<file path="config.mk">
export PLATFORM = sky130hd
export DESIGN_NAME = uart_cmd_ctrl
export DESIGN_NICKNAME = d
export VERILOG_FILES = /design/src/rtl/uart_cmd_ctrl.sv
export SDC_FILE = /design/constraint.sdc
export NUM_CORES = 1
export LEC_CHECK = 0
export CAP_MARGIN = 5
export CORE_MARGIN = 2
export CORE_UTILIZATION = 40
export CTS_CLUSTER_DIAMETER = 80
export DETAILED_ROUTE_END_ITERATION = 12
export MAX_ROUTING_LAYER = met4
export PLACE_DENSITY = 0.73
export RECOVER_POWER = 50
export SLEW_MARGIN = 20
export SYNTH_ARGS = -nofsm -noshare
export SYNTH_HDL_FRONTEND = slang
export SYNTH_SLANG_ARGS = --single-unit
export TNS_END_PERCENT = 100
</file>
<file path="constraint.sdc">
create_clock -name clk -period 2.7 [get_ports clk]
set_clock_uncertainty 0.15 [all_clocks]
set_input_delay 0.405 -clock clk [delete_from_list [all_inputs] [get_ports clk]]
set_output_delay 0.405 -clock clk [all_outputs]
set_load 0.1 [all_outputs]
</file>
<file path="src/rtl/uart_cmd_ctrl.sv">
// UART command decoder: turns 0x57 (write) / 0x52 (read) byte packets into register bus accesses.
// Optional inter-byte timeout is enabled by defining UART_CMD_TIMEOUT_EN.
module uart_cmd_ctrl #(
  parameter int unsigned TIMEOUT_CYCLES = 1000000,
  parameter int unsigned ADDR_W         = 8
) (
  input  logic              clk,
  input  logic              reset,
  input  logic              rx_req,
  output logic              rx_ready,
  input  logic [7:0]        rx_data,
  input  logic              rx_error,
  output logic              bus_req,
  input  logic              bus_ready,
  output logic              bus_wr,
  output logic [ADDR_W-1:0] bus_addr,
  output logic [31:0]       bus_wdata,
  input  logic [31:0]       bus_rdata,
  output logic              resp_req,
  input  logic              resp_ready,
  output logic [31:0]       resp_data,
  output logic              cmd_error
);

  localparam logic [7:0] OP_WR = 8'h57;
  localparam logic [7:0] OP_RD = 8'h52;

  typedef enum logic [2:0] {IDLE, ADDR, DATA, BUS, RESP} state_t;

  state_t     state, state_nxt;
  logic [1:0] byte_cnt;
  logic       rx_fire;
  logic       valid_op;
  logic       timeout;
  logic       discard;

  assign rx_fire  = rx_req && rx_ready;
  assign valid_op = (rx_data == OP_WR) || (rx_data == OP_RD);

`ifdef UART_CMD_TIMEOUT_EN
  localparam int unsigned CNT_W = $clog2(TIMEOUT_CYCLES + 1);
  logic [CNT_W-1:0] to_cnt;
  logic             receiving;

  assign receiving = (state == ADDR) || (state == DATA);
  // Fires on the cycle the idle gap would reach TIMEOUT_CYCLES, so IDLE starts exactly then.
  assign timeout   = receiving && !rx_fire && (to_cnt == CNT_W'(TIMEOUT_CYCLES - 1));

  always_ff @(posedge clk or posedge reset) begin
    if (reset)                              to_cnt <= '0;
    else if (rx_fire || !receiving || timeout) to_cnt <= '0;
    else                                    to_cnt <= to_cnt + 1'b1;
  end
`else
  assign timeout = 1'b0;
`endif

  // NOTE: sequential state uses non-blocking (<=) so every register samples pre-edge values.
  always_ff @(posedge clk or posedge reset) begin
    if (reset) state <= IDLE;
    else       state <= state_nxt;
  end

  // NOTE: every always_comb output gets a default first so no path infers a latch.
  always_comb begin
    state_nxt = state;
    case (state)
      IDLE: if (rx_fire && !rx_error && valid_op) state_nxt = ADDR;
      ADDR: begin
        if (rx_fire)      state_nxt = rx_error ? IDLE : (bus_wr ? DATA : BUS);
        else if (timeout) state_nxt = IDLE;
      end
      DATA: begin
        if (rx_fire)      state_nxt = rx_error ? IDLE : ((byte_cnt == 2'd3) ? BUS : DATA);
        else if (timeout) state_nxt = IDLE;
      end
      BUS:  if (bus_ready)  state_nxt = bus_wr ? IDLE : RESP;
      RESP: if (resp_ready) state_nxt = IDLE;
      default:              state_nxt = IDLE;
    endcase
  end

  always_comb begin
    rx_ready = (state == IDLE) || (state == ADDR) || (state == DATA);
    bus_req  = (state == BUS);
    resp_req = (state == RESP);
    discard  = timeout || (rx_fire && (rx_error || ((state == IDLE) && !valid_op)));
  end

  always_ff @(posedge clk or posedge reset) begin
    if (reset) begin
      bus_wr    <= 1'b0;
      bus_addr  <= '0;
      bus_wdata <= '0;
      resp_data <= '0;
      byte_cnt  <= '0;
      cmd_error <= 1'b0;
    end else begin
      cmd_error <= discard;
      case (state)
        IDLE: if (rx_fire && !rx_error && valid_op) bus_wr <= (rx_data == OP_WR);
        ADDR: if (rx_fire && !rx_error) begin
          bus_addr <= ADDR_W'(rx_data);
          byte_cnt <= '0;
        end
        DATA: if (rx_fire && !rx_error) begin
          bus_wdata[8*byte_cnt +: 8] <= rx_data;
          byte_cnt                   <= byte_cnt + 1'b1;
        end
        BUS:  if (bus_ready && !bus_wr) resp_data <= bus_rdata;
        default: ;
      endcase
    end
  end

endmodule
</file>
* After elaboration in Yosys (flattened, before gate mapping)
Cells that the tools add are included.
** Word-level totals
- Flip-flop bits (word level) :: 79
- Word-level logic and storage cells :: 61
- Input bits :: 46
- Output and inout bits :: 77
** Operators by class
- Add/subtract/negate cells :: 2
- Mux-type cells :: 15
- Shift operators :: 2
- Eq/ne operators :: 14
- Reduce and logical (&&, ||, !) cells :: 21
** Operators with widths (count)
- negator 5 -> 34 bit :: 1
- variable shift 8 x 34 -> 32 bit, first input constant :: 1
- variable part select 8 x 34 -> 32 bit :: 1
- bitwise mux 32 bit :: 1
- two-way mux 3 bit :: 6
- equality test 8 x 7 -> 1 bit, second input constant :: 2
- one-hot mux 3 bit (5 select lines) :: 1
- != test 2 x 1 -> 1 bit, second input constant :: 5
- two-way mux 2 bit :: 4
- AND reduction 2 bit :: 4
- equality test 3 x 2 -> 1 bit, second input constant :: 2
- logical AND 1 bit :: 6
- AND reduction 5 bit :: 1
- logical OR 1 bit :: 4
- != test 2 bit, second input constant :: 2
- one-hot mux 2 bit (2 select lines) :: 1
- equality test 3 x 1 -> 1 bit, second input constant :: 1
- equality test 3 bit, second input constant :: 1
- logical NOT 1 bit :: 3
- logical NOT 3 bit :: 1
- AND reduction 3 bit :: 1
- adder 2 x 1 -> 2 bit, second input constant :: 1
- equality test 2 bit, second input constant :: 1
- two-way mux 1 bit :: 2
- nonzero test 2 bit :: 1

* Longest topological paths before layout
Gate-level depths: netlist (run 1).
- Depth after elaboration :: 8
- Mapped depth :: 7
- Mapped depth without buffers :: 5

* Worst setup path after synthesis (run 1)
Ideal clock, no wire load.
- Path kind :: reg-to-output
- Start :: register state[0]
- End :: output port resp_req
- Path buffers :: 1
- Stages on the path, launching flop included :: 3
- Setup slack :: -542 ps
- Data arrival time :: 2687 ps
- Data required time :: 2145 ps
- Cells stage by stage :: dfrtp_1 -> buf_2 -> nor3_1
** On the way
- Longest elaborated chain between the ends :: 1
** RTL lines
- from (decl) :: RTL line 30 : state_t state, state_nxt;
- from (signal assigned) :: RTL line 61 : else state <= state_nxt;
- equality test 3 bit :: RTL line 86 : resp_req = (state == RESP);
- to (decl) :: RTL line 19 : output logic resp_req,
Every way passes these cells.

* Final worst setup path (run 1)
- Start :: register bus_addr[0]
- End :: output port bus_addr[0]
** RTL lines
- from (decl) :: RTL line 16 : output logic [ADDR_W-1:0] bus_addr,
- from (signal assigned) :: RTL line 103 : bus_addr <= ADDR_W'(rx_data);
No word-level cell between the ends.

==> impl_metrics.env, run 1 <==
export IMPL_status="finished, final reports clean"
export IMPL_hold_violations=0
export IMPL_fin_setup_tns_ps=0
export IMPL_gr_total_overflow=0
export IMPL_clockRootBuffer="clkbuf_8"
export IMPL_slowest_stage="clkbuf_1"
export IMPL_relSlewSlack_pct=19.40
export IMPL_worstReg2RegStart="byte_cnt[0]"
export IMPL_globalplace_congestion=0.7738
export IMPL_fmax_mhz=465.2
export IMPL_die_area_um2=9187
export IMPL_swShare_pct=29.58
export IMPL_reg2reg_depth=5
export IMPL_drive_gt1_share_pct=26.48
export IMPL_multi_input_area_um2=1280
export IMPL_crit_required_ps=2140
export IMPL_via_per_inst=4.860
export IMPL_critPathMaxFanout=2
export IMPL_min_path_cells=2
export IMPL_seq_area_frac_synth_pct=58.58
export IMPL_leakage_nw=2.199
export IMPL_cts_sinks=79
export IMPL_clkLatencyLatePin_ps=340
export IMPL_critPathLaunchType="flop"
export IMPL_muxShareOfSynthArea_pct=13.61
export IMPL_hold_ws_ps=329.2
export IMPL_drtPass1Iterations=4
export IMPL_drc=0
export IMPL_p_clk_share_pct=40.1
export IMPL_r2r_end="bus_wdata[21]"
export IMPL_htree_levels=3
export IMPL_min_period_ps=2149
export IMPL_setup_viol=0
export IMPL_reg2reg_slack_ps=620
export IMPL_vias=2566
export IMPL_cts_path_max_buffers=2
export IMPL_start_util_pct=41.07
export IMPL_clkTransAtPathRegs_ps=80
export IMPL_cts_tree="done"
export IMPL_cp_top_family="buffers and inverters"
export IMPL_worst_pin_slew_ps=1214
export IMPL_layout_area_seq_um2=1977
export IMPL_synth_adder_area_share_pct=1.854
export IMPL_diodes=0
export IMPL_fillers=758
export IMPL_grt_pass1_vias=2508
export IMPL_grt_max_degree=35
export IMPL_grt_util_all_layers_pct=19.54
export IMPL_intPower_mw=2.184
export IMPL_synthSimpleGateAreaFrac_pct=14.50
export IMPL_holdPathEnd="bus_wdata[26]"
export IMPL_fp_dieW_um=95.85
export IMPL_synthXorXnorAreaFrac_pct=0.5191
export IMPL_crit_arrival_ps=1590
export IMPL_holdCritPathClass="flop to flop"
export IMPL_p_switching_mw=0.9174
export IMPL_synth_cell_area_um2=3374
export IMPL_cp_num_buf_inv=1
export IMPL_cts_resized_gates=0
export IMPL_port_buffers=122
export IMPL_post_drt_wl_per_cell_um=15.47
export IMPL_synth_fp_nets=341
export IMPL_hp_start="bus_wdata[26]"
export IMPL_grt_pass1_wl_um=12890
export IMPL_cap_violations=0
export IMPL_cts_hold_buffers=0
export IMPL_report_final_slew_viol_count=0
export IMPL_ys_top_cells_by_area="dfrtp_1 59%, mux2_2 12%, nand2_1 7.6%, o21ai_0 5.0%, ha_1 1.9%"
export IMPL_core_area_um2=8217
export IMPL_synthTopCellsByCount="79 x dfrtp_1, 68 x nand2_1, 35 x mux2_2"
export IMPL_synth_top_family_by_area="simple AND/OR/NAND/NOR gates"
export IMPL_p_seq_share_pct=40.8
export IMPL_rows=33
export IMPL_synth_distinct_cells=41
export IMPL_numCtsBuffers=9
export IMPL_yosysWarnings=0
export IMPL_peakVddDrop_mv=0.2978
export IMPL_drt_iter0_markers=99
export IMPL_synth_async_reset_ratio_pct=100.0
export IMPL_synth_edf_count=0
export IMPL_area_growth_pct=37.75
export IMPL_combPwrFrac_pct=19.1
export IMPL_rsz0062_at_grt="no"
export IMPL_antenna_left=0
export IMPL_cp_slowest_stage_delay_ps=890
export IMPL_yosys_area_top_type="dfrtp_1"
export IMPL_final_nets=469
export IMPL_synth_compound_area_share_pct=7.304
export IMPL_synth_top_area_share_pct=58.58
export IMPL_fin_crit_sh_pct=79.61
export IMPL_end_kind="output port"
export IMPL_dieHeight_um=95.85
export IMPL_dpl_hpwl_um=6039
export IMPL_ys_flop_type="dfrtp_1"
export IMPL_pwr_density_cell_nw_per_um2=667.2
export IMPL_syn_area_per_cell_um2=11.64
export IMPL_antenna_found_initial=0
export IMPL_cts_setup_buffers=0
export IMPL_wl_um=8169
export IMPL_setup_worst_path_class="flop to output port"
export IMPL_syn_inst=290
export IMPL_num_io_pins=123
export IMPL_ys_ff_latch=79
export IMPL_synth_most_common_cell="dfrtp_1"
export IMPL_path_cells="clkbuf_1"
sequential cells by signal, summed over array words and instances, names as in the netlist:
name	count
bus_wr	1
state	3
resp_data	32
cmd_error	1
bus_wdata	32
byte_cnt	2
bus_addr	8
stage by stage:
step	utilization [%]	power, mW	std cells	setup WS, ps	cell area [um2]
2_1_floorplan	-	1.704	290	84.12	3379
3_3_place_gp	54.82	1.898	512	396.6	4504
3_5_place_dp	54.82	1.904	512	373.2	4504
4_1_cts	58.37	3.156	528	564.8	4796
5_1_grt	56.57	3.215	528	386.2	4648
6_report	56.57	3.101	528	550.5	4648
placed cells by master, fill, tap and decap left out, types with 2 or more instances in the layout:
master           Yosys  routed
o21ai_0             34      34
nand3_1              5       5
nor3_2               2       3
nor3b_2              3       3
clkdlybuf4s50_1      0      44
dfrtp_1             79      79
a21oi_1              4       4
inv_1                7       6
bufinv_16            0       5
mux2i_1              2       2
mux2_1               4       4
clkbuf_2             0       2
clkbuf_8             0       9
mux2_2              35      35
or3_1                2       2
buf_4                1      45
nor2_1               3       3
ha_1                 5       5
nand2_1             68      68
and3_1               2       2
clkbuf_1             2      38
power groups by stage:
stage | Sequential [mW] | Clock (mW) | Combinational, mW
CTS | 1.27 | 1.27 | 0.618
finish | 1.26 | 1.24 | 0.592
global placement | 1.29 | 0 | 0.611
global route | 1.27 | 1.32 | 0.620
detailed placement | 1.29 | 0 | 0.616
floorplan | 1.59 | 0 | 0.109
cell families (layout without fill, tap and decap cells):
| family | Yosys count | after routing |
|---|---|---|
| multiplexers | 41 | 41 |
| AO/OA/AOI/OAI | 45 | 45 |
| adder cells (fa/ha/maj) | 5 | 5 |
| AND/OR/NAND/NOR | 98 | 98 |
| flip-flops | 79 | 79 |
| XOR/XNOR | 2 | 2 |
| buffers and inverters | 20 | 153 |
routing by layer:
metal / vias to the layer above / track usage, % / part of all wire, %
li1: 1248 / - / -
met1: 1235 / 24.89 / 43
met2: 71 / 29.49 / 50
met3: 12 / 3.994 / 5.0
met4: 0 / 10.36 / 1.9
met5: - / - / 0
worst min-delay path, cell delays in order (launching register included):
cell and delay (ps):
dfrtp_1 350, nand2_1 40, o21ai_0 60
area by class of cell:
type	instances	area share, %
Clock buffer	9	2.665
Clock inverter	7	3.607
Inverter	7	0.5922
Multi-Input combinational cell	191	27.54
Sequential cell	79	42.53
Tap cell	105	2.826
Timing Repair Buffer	130	20.24
worst max-delay path by stage:
| stage | cells after the start | end | start | slack [ps] |
|---|---|---|---|---|
| finish | 1 | bus_addr[0] | bus_addr[0] | 550 |
| global route | 5 | bus_wdata[15] | byte_cnt[0] | 390 |
| global placement | 5 | bus_wdata[31] | rx_req | 400 |
| detailed placement | 5 | bus_wdata[28] | rx_req | 370 |
| CTS | 3 | resp_req | state[2] | 560 |
| floorplan | 2 | rx_ready | state[0] | 80 |
(Power assumes the default switching activity.)
==> run 2, diff against run 1 <==
--- a/config.mk
+++ b/config.mk
@@ -7,11 +7,11 @@
 export LEC_CHECK = 0
 export CAP_MARGIN = 5
 export CORE_MARGIN = 2
-export CORE_UTILIZATION = 40
+export CORE_UTILIZATION = 44
 export CTS_CLUSTER_DIAMETER = 80
 export DETAILED_ROUTE_END_ITERATION = 12
 export MAX_ROUTING_LAYER = met4
-export PLACE_DENSITY = 0.73
+export PLACE_DENSITY = 0.76
 export RECOVER_POWER = 50
 export SLEW_MARGIN = 20
 export SYNTH_ARGS = -nofsm -noshare
==> constraint.sdc (replaced) <==
create_clock -name clk -period 2.2 [get_ports clk]
set_clock_uncertainty 0.15 [all_clocks]
set_input_delay 0.33 -clock clk [delete_from_list [all_inputs] [get_ports clk]]
set_output_delay 0.33 -clock clk [all_outputs]
set_load 0.1 [all_outputs]
==> run 2 against run 1 <==
Net effect:
- core utilization increased by 8.2 points
- cell area increased by 2.2%
- die area decreased by 8.7%
- register-to-register slack got worse by 280 ps
- final cell count increased by 1.5%
- largest power group unchanged
- critical path depth increased by 2
- wire length increased by 0.97%
- clock power decreased by 20%
- first-iteration DRC count decreased by 10%
- worst setup slack got worse by 370 ps
- global-route usage increased by 1.7 points
- sequential cell count unchanged
==> impl_metrics.env, run 2 (synthesis gave the netlist of run 1 again) <==
export IMPL_holdCritPathClass="flop to flop"
export IMPL_critPathLaunchType="flop"
export IMPL_rsz0062_at_grt="no"
export IMPL_drtPass1Iterations=6
export IMPL_clkTransAtPathRegs_ps=80
export IMPL_clockRootBuffer="clkbuf_8"
export IMPL_port_buffers=122
export IMPL_wl_um=8248
export IMPL_crit_required_ps=1720
export IMPL_grt_max_degree=45
export IMPL_leakage_nw=2.356
export IMPL_status="finished, final reports clean"
export IMPL_cp_slowest_stage_delay_ps=600
export IMPL_cts_tree="done"
export IMPL_vias=2658
export IMPL_drive_gt1_share_pct=37.76
export IMPL_hold_ws_ps=331.4
export IMPL_p_clk_share_pct=30.0
export IMPL_p_seq_share_pct=46.7
export IMPL_grt_util_all_layers_pct=21.24
export IMPL_layout_commonest_cell="dfrtp_1"
export IMPL_antenna_left=0
export IMPL_globalplace_congestion=0.8236
export IMPL_grt_pass1_vias=2666
export IMPL_worst_pin_slew_ps=1059
export IMPL_cts_hold_buffers=0
export IMPL_post_drt_wl_per_cell_um=15.39
export IMPL_cap_violations=0
export IMPL_drc=0
export IMPL_die_area_um2=8386
export IMPL_setup_worst_path_class="flop to output port"
export IMPL_start_util_pct=46.03
export IMPL_fin_setup_tns_ps=0
export IMPL_cts_setup_buffers=0
export IMPL_p_switching_mw=1.142
export IMPL_numCtsBuffers=9
export IMPL_path_cells="inv_1 > nor3_4 > buf_12"
export IMPL_layout_common_cells="79 x dfrtp_1, 68 x nand2_1, 55 x buf_4"
export IMPL_gr_total_overflow=0
export IMPL_min_period_ps=2016
export IMPL_cts_resized_gates=0
export IMPL_slowest_stage="dfrtp_1"
export IMPL_area_growth_pct=40.79
export IMPL_antenna_found_initial=0
export IMPL_cts_path_max_buffers=2
export IMPL_drt_iter0_markers=89
export IMPL_dpl_hpwl_um=6197
export IMPL_via_per_inst=4.959
export IMPL_clkLatencyLatePin_ps=350
export IMPL_intPower_mw=2.163
export IMPL_core_area_um2=7331
export IMPL_critPathMaxFanout=10
export IMPL_combPwrFrac_pct=23.3
export IMPL_num_io_pins=123
export IMPL_rows=31
export IMPL_fp_dieW_um=91.58
export IMPL_fin_crit_sh_pct=91.63
export IMPL_dieHeight_um=91.58
export IMPL_hold_violations=0
export IMPL_fmax_mhz=496.1
export IMPL_relSlewSlack_pct=29.40
export IMPL_peakVddDrop_mv=0.3038
export IMPL_pwr_density_cell_nw_per_um2=695.7
export IMPL_end_kind="output port"
export IMPL_report_final_slew_viol_count=0
export IMPL_grt_pass1_wl_um=13370
export IMPL_htree_levels=3
export IMPL_setup_viol=0
export IMPL_diodes=0
export IMPL_crit_arrival_ps=1540
export IMPL_largest_registers="bus_wdata x32, resp_data x32, bus_addr x8"
export IMPL_swShare_pct=34.55
export IMPL_final_nets=483
export IMPL_cts_sinks=79
[run 2: power by group through the flow]
| stage | combinational (mW) | clock [mW] | sequential, mW |
|---|---|---|---|
| global placement | 0.778 | 0 | 1.57 |
| detailed placement | 0.786 | 0 | 1.57 |
| finish | 0.770 | 0.991 | 1.54 |
| floorplan | 0.136 | 0 | 1.96 |
| global route | 0.797 | 1.08 | 1.55 |
| CTS | 0.787 | 1.01 | 1.54 |
[run 2: cell type report]
class | count | area (um2)
Tap cell | 99 | 123.9
Sequential cell | 79 | 1977
Clock inverter | 6 | 43.79
Multi-Input combinational cell | 191 | 1295
Fill cell | 576 | 2580
Timing Repair Buffer | 144 | 1144
Inverter | 7 | 30.03
Clock buffer | 10 | 137.6
[run 2: path summary, 6_finish.rpt]
| path | startpoint | end | slack, ps | cells past startpoint |
|---|---|---|---|---|
| max | state[2] | resp_req | 180 | 3 |
| min | bus_wdata[20] | bus_wdata[20] | 330 | 2 |
| max reg2reg | byte_cnt[0] | bus_wdata[13] | 340 | 6 |
| min reg2reg | bus_wdata[20] | bus_wdata[20] | 330 | 2 |
| max in group asynchronous | reset | byte_cnt[1] | 580 | 3 |
| min in group asynchronous | reset | resp_data[20] | 570 | 3 |
[run 2: worst max-delay path, delay by kind of cell, from the launching register on]
kind / cells / cell delay [ps]
buffers and inverters: 2 / 380
DFF: 1 / 600
and+or+nand+nor: 1 / 200
[run 2: stage by stage]
stage                     std cells  cell area (um2)  power, mW  util (%)  setup WS [ps]
final                           536             4751      3.305     64.81          184.2
after global routing            536             4751      3.430     64.81          84.82
after CTS                       536             4851      3.342     66.17          163.2
after detailed placement        520             4669      2.359     63.70          122.5
after global placement          520             4669      2.348     63.70          177.6
after floorplan                 290             3398      2.093         -          66.95
[run 2: routing by layer]
layer | up-vias | GRT usage [%] | part of all wire, %
met5 | - | - | 0
li1 | 1270 | - | -
met4 | 0 | 9.470 | 3.1
met2 | 81 | 33.95 | 51
met3 | 23 | 4.564 | 4.3
met1 | 1284 | 25.95 | 42
==> run 3, diff against run 2 <==
--- a/config.mk
+++ b/config.mk
@@ -13,6 +13,7 @@
 export MAX_ROUTING_LAYER = met4
 export PLACE_DENSITY = 0.76
 export RECOVER_POWER = 50
+export SETUP_SLACK_MARGIN = 0.05
 export SLEW_MARGIN = 20
 export SYNTH_ARGS = -nofsm -noshare
 export SYNTH_HDL_FRONTEND = slang
==> results of run 3 <==
No change in the layout: final DEF, timing and power equal those of run 2.
